`config.mk`:
```
export PLATFORM = sky130hd
export DESIGN_NAME = shift_seq_unit_flat
export DESIGN_NICKNAME = d
export VERILOG_FILES = /design/src/rtl/shift_seq_unit_if.sv /design/src/rtl/shift_seq_unit.sv /design/src/flat_wrapper.sv
export SDC_FILE = /design/constraint.sdc
export NUM_CORES = 1
export LEC_CHECK = 0
export ABC_CLOCK_PERIOD_IN_PS = 2100
export CAP_MARGIN = 20
export CORE_UTILIZATION = 49
export CTS_CLUSTER_DIAMETER = 100
export CTS_CLUSTER_SIZE = 16
export DETAILED_ROUTE_END_ITERATION = 10
export GPL_TIMING_DRIVEN = 0
export PLACE_DENSITY = 0.8
export SLEW_MARGIN = 20
export SYNTH_ARGS = -nofsm -noshare
export SYNTH_HDL_FRONTEND = slang
export SYNTH_SLANG_ARGS = --single-unit
```
`constraint.sdc`:
```
create_clock -name clk -period 2.1 [get_ports clk]
set_input_delay 0.42 -clock clk [delete_from_list [all_inputs] [get_ports clk]]
set_output_delay 0.42 -clock clk [all_outputs]
set_load 0.01 [all_outputs]
```
`src/rtl/shift_seq_unit_if.sv`:
```
// rtl/shift_seq_unit_if.sv - request/response bundle for the multi-cycle shifter
interface shift_seq_unit_if #(
    parameter int WIDTH = 16,
    parameter int AMTW  = 4
);
    logic             req_valid;
    logic             req_ready;
    logic [WIDTH-1:0] req_data;
    logic [AMTW-1:0]  req_amt;
    logic             req_dir;
    logic [1:0]       req_mode;
    logic             rsp_valid;
    logic             rsp_ready;
    logic [WIDTH-1:0] rsp_data;
    logic [WIDTH-1:0] rsp_lost;
    logic             rsp_err;

    modport master (
        output req_valid, req_data, req_amt, req_dir, req_mode, rsp_ready,
        input  req_ready, rsp_valid, rsp_data, rsp_lost, rsp_err
    );

    modport slave (
        input  req_valid, req_data, req_amt, req_dir, req_mode, rsp_ready,
        output req_ready, rsp_valid, rsp_data, rsp_lost, rsp_err
    );
endinterface

```
`src/rtl/shift_seq_unit.sv`:
```
// rtl/shift_seq_unit.sv - one-bit-per-clock 16-bit shifter; UNDO_EN adds inverse (mode 11) support
module shift_seq_unit #(
    parameter int WIDTH = 16,
    parameter int AMTW  = 4
) (
    input  logic             clk,
    input  logic             rst_n,
    shift_seq_unit_if.slave  bus
);

    typedef enum logic [1:0] {S_IDLE, S_SHIFT, S_DONE} state_t;

    state_t           r_state;
    logic             r_ready;
    logic             r_valid;
    logic             r_err;
    logic             r_dir;
    logic             r_rot;
    logic             r_arith;
    logic [WIDTH-1:0] r_data;
    logic [WIDTH-1:0] r_lost;
    logic [AMTW-1:0]  r_cnt;

`ifdef UNDO_EN
    logic             r_inv;
    logic [AMTW-1:0]  r_amt;
    logic             r_hist_valid;
    logic [WIDTH-1:0] r_hist_data;
    logic [WIDTH-1:0] r_hist_lost;
    logic [AMTW-1:0]  r_hist_amt;
    logic             r_hist_dir;
    logic             r_hist_rot;
`endif

    logic             w_out_bit;
    logic             w_fill;
    logic             w_record;
    logic [WIDTH-1:0] w_next;

    assign bus.req_ready = r_ready;
    assign bus.rsp_valid = r_valid;
    assign bus.rsp_data  = r_data;
    assign bus.rsp_lost  = r_lost;
    assign bus.rsp_err   = r_err;

    // Single-position step: pick the outgoing bit and the bit that refills the vacated end.
    always_comb begin
        w_out_bit = r_dir ? r_data[0] : r_data[WIDTH-1];
        w_record  = !r_rot;
        if (r_rot)
            w_fill = w_out_bit;
        else if (r_arith && r_dir)
            w_fill = r_data[WIDTH-1];
        else
            w_fill = 1'b0;
`ifdef UNDO_EN
        // The last forward step is undone first, so refill walks the lost vector upward from bit 0.
        if (r_inv) begin
            w_record = 1'b0;
            if (!r_rot)
                w_fill = r_hist_lost[r_amt - r_cnt];
        end
`endif
        w_next = r_dir ? {w_fill, r_data[WIDTH-1:1]} : {r_data[WIDTH-2:0], w_fill};
    end

    // Control FSM, working registers and (optionally) undo history.
    always_ff @(posedge clk) begin
        if (!rst_n) begin
            r_state <= S_IDLE;
            r_ready <= 1'b1;
            r_valid <= 1'b0;
            r_err   <= 1'b0;
            r_dir   <= 1'b0;
            r_rot   <= 1'b0;
            r_arith <= 1'b0;
            r_data  <= '0;
            r_lost  <= '0;
            r_cnt   <= '0;
`ifdef UNDO_EN
            r_inv        <= 1'b0;
            r_amt        <= '0;
            r_hist_valid <= 1'b0;
            r_hist_data  <= '0;
            r_hist_lost  <= '0;
            r_hist_amt   <= '0;
            r_hist_dir   <= 1'b0;
            r_hist_rot   <= 1'b0;
`endif
        end else begin
            case (r_state)
                S_IDLE: begin
                    if (bus.req_valid && r_ready) begin
                        r_ready <= 1'b0;
                        r_state <= S_SHIFT;
                        r_data  <= bus.req_data;
                        r_lost  <= '0;
                        r_err   <= 1'b0;
                        r_dir   <= bus.req_dir;
                        r_rot   <= (bus.req_mode == 2'b10);
                        r_arith <= (bus.req_mode == 2'b01);
                        r_cnt   <= bus.req_amt;
`ifdef UNDO_EN
                        r_inv   <= 1'b0;
                        r_amt   <= bus.req_amt;
`endif
                        if (bus.req_mode == 2'b11) begin
`ifdef UNDO_EN
                            if (r_hist_valid) begin
                                r_data  <= r_hist_data;
                                r_cnt   <= r_hist_amt;
                                r_amt   <= r_hist_amt;
                                r_dir   <= ~r_hist_dir;
                                r_rot   <= r_hist_rot;
                                r_arith <= 1'b0;
                                r_inv   <= 1'b1;
                            end else begin
                                r_err   <= 1'b1;
                                r_cnt   <= '0;
                            end
`else
                            r_err <= 1'b1;
                            r_cnt <= '0;
`endif
                        end
                    end
                end
                S_SHIFT: begin
                    if (r_cnt != '0) begin
                        r_data <= w_next;
                        r_cnt  <= r_cnt - AMTW'(1);
                        if (w_record)
                            r_lost[r_cnt - AMTW'(1)] <= w_out_bit;
                    end
                    // A zero count still spends one cycle here so latency is never below one.
                    if (r_cnt <= AMTW'(1)) begin
                        r_state <= S_DONE;
                        r_valid <= 1'b1;
                    end
                end
                S_DONE: begin
                    if (bus.rsp_ready) begin
                        r_valid <= 1'b0;
                        r_ready <= 1'b1;
                        r_state <= S_IDLE;
`ifdef UNDO_EN
                        if (!r_err) begin
                            if (r_inv) begin
                                r_hist_valid <= 1'b0;
                            end else begin
                                r_hist_valid <= 1'b1;
                                r_hist_data  <= r_data;
                                r_hist_lost  <= r_lost;
                                r_hist_amt   <= r_amt;
                                r_hist_dir   <= r_dir;
                                r_hist_rot   <= r_rot;
                            end
                        end
`endif
                    end
                end
                default: begin
                    r_state <= S_IDLE;
                    r_ready <= 1'b1;
                    r_valid <= 1'b0;
                end
            endcase
        end
    end

endmodule

```
`src/flat_wrapper.sv`:
```
// flat-port wrapper written by rule: the top's interface ports become plain ports
module shift_seq_unit_flat 
#(
    parameter int WIDTH = 16,
    parameter int AMTW  = 4
)
  (clk, rst_n, bus_req_valid, bus_req_data, bus_req_amt, bus_req_dir, bus_req_mode, bus_rsp_ready, bus_req_ready, bus_rsp_valid, bus_rsp_data, bus_rsp_lost, bus_rsp_err);
  shift_seq_unit_if #(.WIDTH(WIDTH), .AMTW(AMTW)) bus_i ();
  input  logic clk;
  input  logic rst_n;
  input wire logic [$bits(bus_i.req_valid)-1:0] bus_req_valid;
  input wire logic [$bits(bus_i.req_data)-1:0] bus_req_data;
  input wire logic [$bits(bus_i.req_amt)-1:0] bus_req_amt;
  input wire logic [$bits(bus_i.req_dir)-1:0] bus_req_dir;
  input wire logic [$bits(bus_i.req_mode)-1:0] bus_req_mode;
  input wire logic [$bits(bus_i.rsp_ready)-1:0] bus_rsp_ready;
  output wire logic [$bits(bus_i.req_ready)-1:0] bus_req_ready;
  output wire logic [$bits(bus_i.rsp_valid)-1:0] bus_rsp_valid;
  output wire logic [$bits(bus_i.rsp_data)-1:0] bus_rsp_data;
  output wire logic [$bits(bus_i.rsp_lost)-1:0] bus_rsp_lost;
  output wire logic [$bits(bus_i.rsp_err)-1:0] bus_rsp_err;
  assign bus_i.req_valid = bus_req_valid;
  assign bus_i.req_data = bus_req_data;
  assign bus_i.req_amt = bus_req_amt;
  assign bus_i.req_dir = bus_req_dir;
  assign bus_i.req_mode = bus_req_mode;
  assign bus_i.rsp_ready = bus_rsp_ready;
  assign bus_req_ready = bus_i.req_ready;
  assign bus_rsp_valid = bus_i.rsp_valid;
  assign bus_rsp_data = bus_i.rsp_data;
  assign bus_rsp_lost = bus_i.rsp_lost;
  assign bus_rsp_err = bus_i.rsp_err;
  shift_seq_unit #(.WIDTH(WIDTH), .AMTW(AMTW)) u_core (.clk(clk), .rst_n(rst_n), .bus(bus_i));
endmodule
```
## Word level (Yosys, flattened, before mapping)

Cells that the tools add are included.

- Shift-type cells: 0
- Mux-type cells: 29
- Divide/modulo/power cells: 0
- $mul: 0
- Reduce and logical (&&, ||, !) cells: 12
- Add/sub/neg operators: 1
- Bitwise operators: 2
- $lt $le $gt $ge: 3
- Eq/ne operators: 10

Operators by type and width:

| cell | number |
|---|---|
| $mux W16 | 6 |
| $pmux W16 S2 | 2 |
| $bwmux W16 | 1 |
| $mux W4 | 3 |
| $reduce_and A3 Y1 | 4 |
| $mux W1 | 9 |
| $pmux W4 S2 | 1 |
| $eq A2 B2 Y1 const B | 3 |
| $mux W2 | 3 |
| $ne A2 B1 Y1 const B | 3 |
| $pmux W1 S3 | 2 |
| $pmux W2 S3 | 1 |
| $lt A4 B5 Y1 const B | 1 |
| $demux W1 S4 | 1 |
| $eq A2 B1 Y1 const B | 2 |
| $ge A4 B1 Y1 const B | 1 |
| $le A4 B1 Y1 const B | 1 |
| $ne A2 B2 Y1 const B | 2 |
| $reduce_and A4 Y1 | 1 |
| $reduce_bool A4 Y1 | 1 |
| $sub A4 B1 Y4 const B | 1 |
| $logic_and A1 B1 Y1 | 3 |
| $logic_not A2 Y1 | 1 |
| $not A1 Y1 | 2 |
| other kinds (2) | 2 |

- Memories kept: 0
- Bits in writable memories: 0
- Output and inout bits: 35
- Bits in read-only memories: 0
- Bits in latches: 0
- Register bits: 44
- Input bits: 27

## Depth between registers and ports, before layout

Gate-level depths: netlist of run 1.

- Depth in word-level cells: 9
- Gate-level depth with buffers: 8
- Gate-level depth less buffers: 6

## Worst setup path before layout of run 1

No wires, ideal clock.

- Kind: register -> register
- Start point: reg u_core.r_cnt[0]
- End point: reg u_core.r_cnt[0]
- Buffers on the path: 2
- Data required time: 2024 ps
- Data arrival time: 1803 ps
- Slack: 220 ps
- Period minus slack after synthesis: 1880 ps
- Library setup time: 76 ps
- Stages on the path, launching flop included: 9
- Cells stage by stage: dfxtp_1 > inv_1 > ha_1 > buf_2 > or3b_2 > a21oi_2 > buf_4 > nand2_1 > a31oi_1

- Cells in the longest elaborated chain, start to end: 3
- Elaborated cells between the ends (all ways): 6
- Classes of those cells: add/sub (1); eq/ne (1); mux (2); reduce/logical (2)

Ends and longest elaborated chain:

| element | RTL line | RTL |
|---|---|---|
| from (decl) | shift_seq_unit.sv:22 | `logic [AMTW-1:0] r_cnt;` |
| from (signal assigned) | shift_seq_unit.sv:102 | `r_cnt <= bus.req_amt;` |
| from (signal assigned) | shift_seq_unit.sv:131 | `r_cnt <= r_cnt - AMTW'(1);` |
| $sub A4 B1 Y4 / $reduce_bool A4 Y1 (equally long branches) | shift_seq_unit.sv:131, shift_seq_unit.sv:129 |  |
| $mux W4 / $ne A2 B1 Y1 (equally long branches) | -- |  |
| $pmux W4 S2 / $reduce_and A3 Y1 (equally long branches) | -- |  |

Several ways; a longest one is shown, not always the timed one. The select of a mux whose other input is x is not followed.
A chain may end at the register's enable or synchronous reset.

## Worst setup path in the final report of run 1

- Start point: reg u_core.r_cnt[1]
- End point: reg u_core.r_lost[5] (netlist: u_core.bus.rsp_lost[5])

- Cells in the longest elaborated chain, start to end: 9
- Elaborated cells between the ends (all ways): 13
- Classes of those cells: add/sub (1); order compare (2); eq/ne (1); mux (6); reduce/logical (3)

Ends and longest elaborated chain:

| element | RTL line | RTL |
|---|---|---|
| $sub A4 B1 Y4 | shift_seq_unit.sv:133 | `r_lost[r_cnt - AMTW'(1)] <= w_out_bit;` |
| $lt A4 B5 Y1 (implied by the code) / $ge A4 B1 Y1 (equally long branches) | shift_seq_unit.sv:133 |  |
| $logic_and A1 B1 Y1 (implied by the code) | shift_seq_unit.sv:133 |  |
| $mux W1 (implied by the code) | shift_seq_unit.sv:133 |  |
| $demux W1 S4 | -- |  |
| $bwmux W16 | shift_seq_unit.sv:133 |  |
| $mux W16 | shift_seq_unit.sv:132 | `if (w_record)` |
| $mux W16 | shift_seq_unit.sv:129 | `if (r_cnt != '0) begin` |
| $pmux W16 S2 | shift_seq_unit.sv:91 | `case (r_state)` |
| to (signal, indexed assignment) | shift_seq_unit.sv:133 |  |
| to (decl) | shift_seq_unit.sv:21 | `logic [WIDTH-1:0] r_lost;` |

Several ways; a longest one is shown, not always the timed one. The select of a mux whose other input is x is not followed.

==> results of run 1 <==
==> area by class of cell <==
| cell class | instances | area, µm² |
|---|---|---|
| multi-input cells | 230 | 1509 |
| repair buffers | 62 | 615.6 |
| flip-flops and latches | 44 | 888.4 |
| well taps | 67 | 83.83 |
| clock inverters | 1 | 7.507 |
| inverters | 7 | 26.28 |
| fillers | 379 | 1436 |
| clock buffers | 7 | 86.33 |
| plain buffers | 25 | 132.6 |
==> flip-flops by register name (all words and copies together) (netlist names) <==
| register | count |
|---|---|
| u_core.r_dir | 1 |
| u_core.bus.rsp_err | 1 |
| u_core.bus.rsp_valid | 1 |
| u_core.bus.rsp_lost | 16 |
| u_core.r_cnt | 4 |
| u_core.bus.req_ready | 1 |
| u_core.r_rot | 1 |
| u_core.r_state | 2 |
| u_core.r_arith | 1 |
| u_core.bus.rsp_data | 16 |
==> path summary, 6_finish.rpt <==
path	end	slack, ps
max reg2reg	u_core.bus.rsp_lost[5]$_SDFFE_PN0P_	130
max	u_core.bus.rsp_lost[5]$_SDFFE_PN0P_	130
min	u_core.bus.req_ready$_SDFFE_PN1P_	400
min reg2reg	u_core.r_arith$_SDFFE_PN0P_	470
==> cell families after synthesis <==
kind of cell,Yosys count
flip-flops,44
multiplexers,15
AO/OA/AOI/OAI,100
adder cells (fa/ha/maj),5
AND/OR/NAND/NOR,109
XOR/XNOR,1
buffers and inverters,32
==> cell usage after synthesis (2+ instances only) <==
| cell type | count | area, µm² |
|---|---|---|
| sky130_fd_sc_hd__nand2_1 | 52 | 195.2 |
| sky130_fd_sc_hd__dfxtp_1 | 44 | 880.8 |
| sky130_fd_sc_hd__a21oi_1 | 30 | 150.1 |
| sky130_fd_sc_hd__o211ai_1 | 28 | 210.2 |
| sky130_fd_sc_hd__mux2i_1 | 15 | 150.1 |
| sky130_fd_sc_hd__nand3_1 | 15 | 75.07 |
| sky130_fd_sc_hd__nor2_1 | 12 | 45.04 |
| sky130_fd_sc_hd__o2111ai_1 | 12 | 105.1 |
| sky130_fd_sc_hd__clkbuf_1 | 11 | 41.29 |
| sky130_fd_sc_hd__o21ai_0 | 7 | 35.03 |
| sky130_fd_sc_hd__buf_2 | 6 | 30.03 |
| sky130_fd_sc_hd__ha_1 | 5 | 62.56 |
| sky130_fd_sc_hd__inv_1 | 5 | 18.77 |
| sky130_fd_sc_hd__buf_1 | 4 | 15.01 |
| sky130_fd_sc_hd__nor3_1 | 4 | 20.02 |
| sky130_fd_sc_hd__o21a_1 | 4 | 30.03 |
| sky130_fd_sc_hd__a32oi_1 | 3 | 26.28 |
| sky130_fd_sc_hd__buf_4 | 3 | 22.52 |
| sky130_fd_sc_hd__nand3b_1 | 3 | 22.52 |
| sky130_fd_sc_hd__nand4_1 | 3 | 18.77 |
| sky130_fd_sc_hd__o22ai_1 | 3 | 18.77 |
| sky130_fd_sc_hd__a31oi_1 | 2 | 12.51 |
| sky130_fd_sc_hd__and4bb_2 | 2 | 25.02 |
| sky130_fd_sc_hd__clkinv_1 | 2 | 7.510 |
| sky130_fd_sc_hd__nand2b_1 | 2 | 12.51 |
| sky130_fd_sc_hd__nor2b_1 | 2 | 12.51 |
| sky130_fd_sc_hd__nor4bb_1 | 2 | 20.02 |
| sky130_fd_sc_hd__or2_2 | 2 | 12.51 |
| sky130_fd_sc_hd__or3_1 | 2 | 12.51 |
==> power groups by stage <==
| stage | sequential [µW] | combinational [µW] | clock [µW] |
|---|---|---|---|
| finish | 1000 | 1030 | 568 |
| global route | 1010 | 1120 | 605 |
| CTS | 1000 | 989 | 574 |
| detailed placement | 1020 | 954 | 0 |
| global placement | 1020 | 939 | 0 |
| floorplan | 1020 | 618 | 0 |
==> routing by layer <==
layer	share of wire (%)	vias to the layer above	GRT usage (%)	wire, µm
li1	-	1281	-	-
met1	44	1173	36.20	3101
met2	48	99	43.42	3356
met3	6.8	9	4.282	477
met4	1.1	0	8.932	80
met5	0	-	0	0
==> worst reg2reg max path, cell delays in order, from the launching register on <==
cell                        delay, ps
sky130_fd_sc_hd__dfxtp_4          400
sky130_fd_sc_hd__inv_2             70
sky130_fd_sc_hd__ha_1             170
sky130_fd_sc_hd__buf_2            170
sky130_fd_sc_hd__nor3b_2          190
sky130_fd_sc_hd__a2111oi_4        360
sky130_fd_sc_hd__buf_4            200
sky130_fd_sc_hd__nand2_2          110
sky130_fd_sc_hd__o211ai_1         200
==> what timing repair did <==
item | 4_1_cts | 5_1_grt
resized for setup | 8 | 16
pin swaps | 1 | 4
setup endpoints to repair | 35 | 33
setup buffers | 0 | 2
==> per-stage QoR <==
| stage | worst slack [ps] | hold WS [ps] |
|---|---|---|
| after floorplan | 220.3 | 432.1 |
| after global placement | -115.7 | 448.0 |
| after detailed placement | -199.4 | 457.9 |
| after CTS | -7.842 | 404.5 |
| after global routing | 27.42 | 424.7 |
| final | 134.3 | 402.5 |
==> cells in the final DEF, fill, tap and decap left out, types with 5 or more instances in the layout <==
cell type                          n
sky130_fd_sc_hd__a21oi_1          29
sky130_fd_sc_hd__buf_2             5
sky130_fd_sc_hd__clkbuf_1         10
sky130_fd_sc_hd__clkbuf_8          6
sky130_fd_sc_hd__clkdlybuf4s50_1  60
sky130_fd_sc_hd__dfxtp_1          42
sky130_fd_sc_hd__ha_1              5
sky130_fd_sc_hd__mux2i_1          15
sky130_fd_sc_hd__nand2_1          49
sky130_fd_sc_hd__nand3_1          15
sky130_fd_sc_hd__nor2_1           12
sky130_fd_sc_hd__o2111ai_1        12
sky130_fd_sc_hd__o211ai_1         28
sky130_fd_sc_hd__o21ai_0           7
==> tab_implementation.tex, run 1 <==
\begin{tabular}{lr}
\hline
Metric & Value \\
\hline
\multicolumn{2}{l}{\textbf{Detailed routing}} \\
DRC marker count from the first detailed-route iteration & 163 \\
Routed vias/inst & 5.783 \\
ANT nets after route & 0 \\
Total wire length after detailed routing & 7015 µm \\
DRC & 0 \\
Post-DR wirelength/cell & 15.84 µm \\
Number of vias in the routed layout & 2,562 \\
Total iterations of the first detailed-routing run & 6 \\
\multicolumn{2}{l}{\textbf{Layout}} \\
Final Instance Count excl. Fillers & 443 \\
Fin area & 3349 µm² \\
Number of nets in the final layout & 407 \\
Final design utilization & 69.99\% \\
Antenna diode count & 0 \\
Area growth from synthesis to layout & 34.86\% \\
Layout cell share with drive strength beyond 1 & 11.17\% \\
\multicolumn{2}{l}{\textbf{Power}} \\
Net Switching & 980.5 µW \\
Power density relative to cell area & 775.9 nW/µm² \\
Sw Share & 37.73\% \\
Max rail drop VDD & 0.4591 mV \\
Share of power burned in the clock network & 21.8\% \\
Sequential share of power & 38.5\% \\
PnR Total Power & 2599 µW \\
Static leakage power & 0.001096 µW \\
Cell Int Power & 1618 µW \\
Comb power frac & 39.6\% \\
\multicolumn{2}{l}{\textbf{Setup path}} \\
Largest delay share family, worst path & compound AO/OA/AOI/OAI gates \\
Crit-path max cell delay & 400 ps \\
Kind of end point of the critical path & register \\
Sequence of cells on the critical path & inv\_2, ha\_1, buf\_2, nor3b\_2, a2111oi\_4, buf\_4, nand2\_2, o211ai\_1 \\
R2r worst-path depth & 8 \\
Kind of start point of the critical path & register \\
Data required time of the critical path & 2320 ps \\
Start point of the critical path & u\_core.r\_cnt[1]\$\_SDFFE\_PN0P\_ \\
Crit Path Category & register to register \\
Number of logic stages on the critical path including buffering & 8 \\
Reg2reg start & u\_core.r\_cnt[1]\$\_SDFFE\_PN0P\_ \\
Arrival time reported for the critical path endpoint & 2190 ps \\
Buffer and inverter count on the worst path & 3 \\
CP max stage cell & sky130\_fd\_sc\_hd\_\_dfxtp\_4 \\
Maximum fanout count along the critical path & 10 \\
\multicolumn{2}{l}{\textbf{Yosys}} \\
Netlist area before placement & 2484 µm² \\
Number of register bits inferred by synthesis & 44 \\
Main combinational cell family by area after synthesis & compound AO/OA/AOI/OAI gates \\
Synthesized-area fraction occupied by adder cells & 2.519\% \\
Synth Warn \# & 0 \\
Primary flip-flop cell chosen by synthesis mapping & sky130\_fd\_sc\_hd\_\_dfxtp\_1 \\
FFs w/ async S/R, synth & 0\% \\
Library cells used by synthesis & 50 \\
Post-synthesis share of cell area spent on and, or, nand and nor gates & 21.61\% \\
Share of the synthesized area in compound gates (AO/OA/AOI/OAI) & 28.11\% \\
Average size of a mapped cell & 8.116 µm² \\
Share of synthesized area spent on multiplexers & 6.045\% \\
Syn Nets & 338 \\
Register area share after synthesis & 35.47\% \\
Number of instances in the synthesized netlist & 306 \\
Parity-gate share of the synthesized area counting xor and xnor cells & 0.3526\% \\
EDFF count, synth & 0 \\
\multicolumn{2}{l}{\textbf{STA}} \\
Final hold violation count & 0 \\
Final setup skew & 3.275 ps \\
Worst slew pin tran & 541.0 ps \\
Max transition margin & 63.93\% \\
Final TNS setup & 0 ps \\
Final critical path time including I/O delays and setup & 1966 ps \\
Share of the clock period used by the worst path & 93.61\% \\
RSZ-0062 raised after global routing & false \\
Final setup vio count & 0 \\
Achievable clock frequency & 508.7 MHz \\
Slew Viols, Final & 0 \\
\multicolumn{2}{l}{\textbf{Global route}} \\
Overall global routing resource usage & 26.81\% \\
Maximum number of pins on one net before global-route repair & 14 \\
Antenna violations before repair & 0 \\
Vias in the first global route & 2,288 \\
Wire length of the first global-routing pass & 11,130 µm \\
Aggregate global routing overflow & 0 \\
\multicolumn{2}{l}{\textbf{Placed design}} \\
Post-detail-place hpwl & 5105 µm \\
Last weighted congestion value of the routability-driven placer & 0.8625 \\
Placed Instance Area & 3168 µm² \\
Placed instance count & 433 \\
Number of port buffers & 60 \\
\multicolumn{2}{l}{\textbf{Clocking}} \\
Clk sinks & 44 \\
Clock-pin slew reported for the worst setup and hold paths after clock tree synthesis & 90 ps \\
Depth of the CTS H-tree & 2 \\
Hold-fix buffers at CTS & 0 \\
Number of clock buffers inserted by TritonCTS & 5 \\
Clock tree from TritonCTS & built \\
Clock insertion delay at the later pin of the skew report & 300 ps \\
CTS root buffer & sky130\_fd\_sc\_hd\_\_clkbuf\_8 \\
Buffer levels on the longest clock path & 2 \\
\multicolumn{2}{l}{\textbf{Floorplan}} \\
Die Y-Extent & 73.20 µm \\
Top-level I/O count & 62 \\
Std-Cell Rows & 25 \\
Area of the core & 4786 µm² \\
Initial standard-cell utilization of the core & 51.90\% \\
Horizontal die dimension & 73.20 µm \\
Die footprint & 5358 µm² \\
\multicolumn{2}{l}{\textbf{Worst hold path}} \\
Min-Delay Path Depth & 2 \\
HP Start & rst\_n \\
Hold Crit Class & primary input to register \\
\multicolumn{2}{l}{\textbf{Status}} \\
Result of the run & finished, final reports clean \\
\multicolumn{2}{l}{\textbf{Job}} \\
Number of max-cap violations & 0 \\
\hline
\end{tabular}
Note: power is estimated with default switching activity, not from simulation.
==> run 2, diff against run 1 <==
Settings changed: ABC_CLOCK_PERIOD_IN_PS 2100 to 2300, CORE_MARGIN set to 2, CORE_UTILIZATION 49 to 53, PLACE_DENSITY 0.8 to 0.85.
Clock period 2.1 ns to 2.3 ns, I/O delays scaled along.
==> run 2 against run 1 <==
  * Clock power shrank 11%
  * Highest routed layer unchanged
  * Non-clock buffer count shrank 2
  * Largest power group is now registers
  * Clock skew grew 8.7 ps
==> tab_implementation.tex, run 2 (synthesis results as in run 1) <==
\begin{tabular}{lr}
\hline
Metric & Value \\
\hline
\multicolumn{2}{l}{\textbf{Placed design}} \\
Number of port buffers & 60 (unchanged) \\
Post-detail-place hpwl & 4890 µm (was 5105 µm) \\
Dpl ws & -30.49 ps (was -199.4 ps) \\
Placed Instance Area & 3149 µm² (was 3168 µm²) \\
Last weighted congestion value of the routability-driven placer & 0.9067 (was 0.8625) \\
Placed instance count & 418 (was 433) \\
\multicolumn{2}{l}{\textbf{Global route}} \\
Maximum number of pins on one net before global-route repair & 14 (unchanged) \\
Overall global routing resource usage & 26.40\% (was 26.81\%) \\
Wire length of the first global-routing pass & 11,160 µm (was 11,130 µm) \\
Vias in the first global route & 2,471 (was 2,288) \\
Antenna violations before repair & 0 (unchanged) \\
Aggregate global routing overflow & 0 (unchanged) \\
\multicolumn{2}{l}{\textbf{Power}} \\
Share of power burned in the clock network & 21.9\% (was 21.8\%) \\
Comb power frac & 38.7\% (was 39.6\%) \\
PnR Total Power & 2319 µW (was 2599 µW) \\
Max rail drop VDD & 0.3962 mV (was 0.4591 mV) \\
Static leakage power & 0.001062 µW (was 0.001096 µW) \\
Sequential share of power & 39.4\% (was 38.5\%) \\
Net Switching & 868.8 µW (was 980.5 µW) \\
Sw Share & 37.46\% (was 37.73\%) \\
Cell Int Power & 1450 µW (was 1618 µW) \\
Power density relative to cell area & 712.3 nW/µm² (was 775.9 nW/µm²) \\
\multicolumn{2}{l}{\textbf{STA}} \\
Final hold violation count & 0 (unchanged) \\
Final critical path time including I/O delays and setup & 2197 ps (was 1966 ps) \\
Final setup vio count & 0 (unchanged) \\
Max transition margin & 64.38\% (was 63.93\%) \\
RSZ-0062 raised after global routing & true (was false) \\
Achievable clock frequency & 455.1 MHz (was 508.7 MHz) \\
Final setup skew & 11.95 ps (was 3.275 ps) \\
Slew Viols, Final & 0 (unchanged) \\
Worst slew pin tran & 534.3 ps (was 541.0 ps) \\
Share of the clock period used by the worst path & 95.53\% (was 93.61\%) \\
Worst-case setup margin in the final layout & 102.8 ps (was 134.3 ps) \\
\multicolumn{2}{l}{\textbf{Layout}} \\
Antenna diode count & 0 (unchanged) \\
Most common library cell in the layout ignoring fill and taps & sky130\_fd\_sc\_hd\_\_clkdlybuf4s50\_1 (unchanged) \\
Final Instance Count excl. Fillers & 426 (was 443) \\
Number of nets in the final layout & 405 (was 407) \\
Layout cell share with drive strength beyond 1 & 8.289\% (was 11.17\%) \\
Leading cell types in the layout, fill and taps excluded & 60 x sky130\_fd\_sc\_hd\_\_clkdlybuf4s50\_1, 51 x sky130\_fd\_sc\_hd\_\_nand2\_1, 43 x sky130\_fd\_sc\_hd\_\_dfxtp\_1, 29 x sky130\_fd\_sc\_hd\_\_a21oi\_1, 28 x sky130\_fd\_sc\_hd\_\_o211ai\_1 (was 60 x sky130\_fd\_sc\_hd\_\_clkdlybuf4s50\_1, 49 x sky130\_fd\_sc\_hd\_\_nand2\_1, 42 x sky130\_fd\_sc\_hd\_\_dfxtp\_1, 29 x sky130\_fd\_sc\_hd\_\_a21oi\_1, 28 x sky130\_fd\_sc\_hd\_\_o211ai\_1) \\
Fin area & 3256 µm² (was 3349 µm²) \\
Number of filler cells placed in the layout & 357 (was 379) \\
Area growth from synthesis to layout & 31.08\% (was 34.86\%) \\
\multicolumn{2}{l}{\textbf{Clocking}} \\
CTS root buffer & sky130\_fd\_sc\_hd\_\_clkbuf\_8 (unchanged) \\
Number of clock buffers inserted by TritonCTS & 5 (unchanged) \\
Depth of the CTS H-tree & 2 (unchanged) \\
Clock insertion delay at the later pin of the skew report & 300 ps (about the same) \\
Clock-pin slew reported for the worst setup and hold paths after clock tree synthesis & 90 ps (about the same) \\
\# Post-CTS Setup Buffers & 0 (unchanged) \\
Hold-fix buffers at CTS & 0 (unchanged) \\
Clk sinks & 44 (unchanged) \\
Buffer levels on the longest clock path & 2 (unchanged) \\
Post-cts repair resize count & 0 (was 8) \\
Clock tree from TritonCTS & built (unchanged) \\
\multicolumn{2}{l}{\textbf{Detailed routing}} \\
Routed vias/inst & 6.066 (was 5.783) \\
DRC & 0 (unchanged) \\
Total iterations of the first detailed-routing run & 4 (was 6) \\
ANT nets after route & 0 (unchanged) \\
DRC marker count from the first detailed-route iteration & 225 (was 163) \\
Total wire length after detailed routing & 6757 µm (was 7015 µm) \\
Number of vias in the routed layout & 2,584 (was 2,562) \\
Post-DR wirelength/cell & 15.86 µm (was 15.84 µm) \\
\multicolumn{2}{l}{\textbf{Setup path}} \\
Crit-path max cell delay & 530 ps (was 400 ps) \\
Start point of the critical path & u\_core.r\_cnt[1]\$\_SDFFE\_PN0P\_ (unchanged) \\
R2r worst-path depth & 7 (was 8) \\
Kind of start point of the critical path & register (unchanged) \\
Maximum fanout count along the critical path & 10 (unchanged) \\
Worst r2r dst & u\_core.bus.rsp\_lost[2]\$\_SDFFE\_PN0P\_ (was u\_core.bus.rsp\_lost[5]\$\_SDFFE\_PN0P\_) \\
Number of logic stages on the critical path including buffering & 7 (was 8) \\
Data required time of the critical path & 2520 ps (was 2320 ps) \\
Crit path capture & u\_core.bus.rsp\_lost[2]\$\_SDFFE\_PN0P\_ (was u\_core.bus.rsp\_lost[5]\$\_SDFFE\_PN0P\_) \\
Buffer and inverter count on the worst path & 2 (was 3) \\
CP max stage cell & sky130\_fd\_sc\_hd\_\_or3b\_2 (was sky130\_fd\_sc\_hd\_\_dfxtp\_4) \\
Setup slack of the most critical reg-to-reg path & 100 ps (was 130 ps) \\
Crit Path Category & register to register (unchanged) \\
Sequence of cells on the critical path & inv\_1, ha\_1, buf\_2, or3b\_2, a32oi\_1, nand3\_1, o211ai\_1 (was inv\_2, ha\_1, buf\_2, nor3b\_2, a2111oi\_4, buf\_4, nand2\_2, o211ai\_1) \\
Reg2reg start & u\_core.r\_cnt[1]\$\_SDFFE\_PN0P\_ (unchanged) \\
Arrival time reported for the critical path endpoint & 2420 ps (was 2190 ps) \\
Kind of end point of the critical path & register (unchanged) \\
Largest delay share family, worst path & simple AND/OR/NAND/NOR gates (was compound AO/OA/AOI/OAI gates) \\
\multicolumn{2}{l}{\textbf{Floorplan}} \\
Initial standard-cell utilization of the core & 55.88\% (was 51.90\%) \\
Top-level I/O count & 62 (unchanged) \\
Horizontal die dimension & 72.46 µm (was 73.20 µm) \\
Std-Cell Rows & 24 (was 25) \\
Die Y-Extent & 72.46 µm (was 73.20 µm) \\
Area of the core & 4444 µm² (was 4786 µm²) \\
Die footprint & 5250 µm² (was 5358 µm²) \\
\multicolumn{2}{l}{\textbf{Worst hold path}} \\
Hold Crit Class & primary input to register (unchanged) \\
\multicolumn{2}{l}{\textbf{Status}} \\
Result of the run & finished, final reports clean (unchanged) \\
\multicolumn{2}{l}{\textbf{Job}} \\
Number of max-cap violations & 0 (unchanged) \\
\hline
\end{tabular}
## run 2: power groups by stage
| stage | Sequential, µW | Combinational (µW) | Clock, µW |
|---|---|---|---|
| 2_1_floorplan | 933 | 565 | 0 |
| 5_1_grt | 924 | 984 | 544 |
| 4_1_cts | 912 | 881 | 512 |
| 3_5_place_dp | 928 | 874 | 0 |
| 6_report | 914 | 897 | 508 |
| 3_3_place_gp | 928 | 860 | 0 |
## run 2: through the flow
stage / util [%] / hold WS [ps] / setup TNS (ps)
after detailed placement: 70.86 / 475.5 / -209.4
after floorplan: - / 432.1 / 0
final: 73.25 / 451.6 / 0
after global routing: 73.25 / 455.3 / -27.19
after global placement: 70.86 / 442.9 / -6.227
after CTS: 72.97 / 450.9 / 0
## run 2: worst min path at each step
stage                     cells past startpoint                                 from  slack, ps                                   to
after detailed placement                      2  u_core.bus.rsp_lost[7]$_SDFFE_PN0P_        480  u_core.bus.rsp_lost[7]$_SDFFE_PN0P_
final                                         2                                rst_n        450    u_core.bus.req_ready$_SDFFE_PN1P_
after floorplan                               2          u_core.r_arith$_SDFFE_PN0P_        430          u_core.r_arith$_SDFFE_PN0P_
after CTS                                     2                                rst_n        450    u_core.bus.req_ready$_SDFFE_PN1P_
after global placement                        2          u_core.r_arith$_SDFFE_PN0P_        440          u_core.r_arith$_SDFFE_PN0P_
after global routing                          2                                rst_n        460    u_core.bus.req_ready$_SDFFE_PN1P_
## run 2: layout make-up
cell class                      count  area (µm²)  share of cell area, %
Multi-Input combinational cell    230        1466                  45.04
Clock inverter                      1       7.507                 0.2306
Inverter                            7       26.28                 0.8071
Timing Repair Buffer               60       600.6                  18.45
Clock buffer                        7       86.33                  2.652
Buffer                             25       121.4                  3.728
Tap cell                           52       65.06                  1.998
Sequential cell                    44       882.1                  27.09
## run 2: layer usage
layer | track usage [%] | routed length [µm] | part of all wire, %
met1 | 32.27 | 2902 | 43
met4 | 11.11 | 147 | 2.2
met3 | 5.278 | 435 | 6.4
met2 | 45.16 | 3271 | 48
met5 | 0 | 0 | 0
==> run 3, diff against run 2 <==
Settings changed: CAP_MARGIN 20 to unset, TNS_END_PERCENT set to 30.
==> results of run 3 <==
Same layout as run 2: the final DEF is identical, and so are final timing and power.
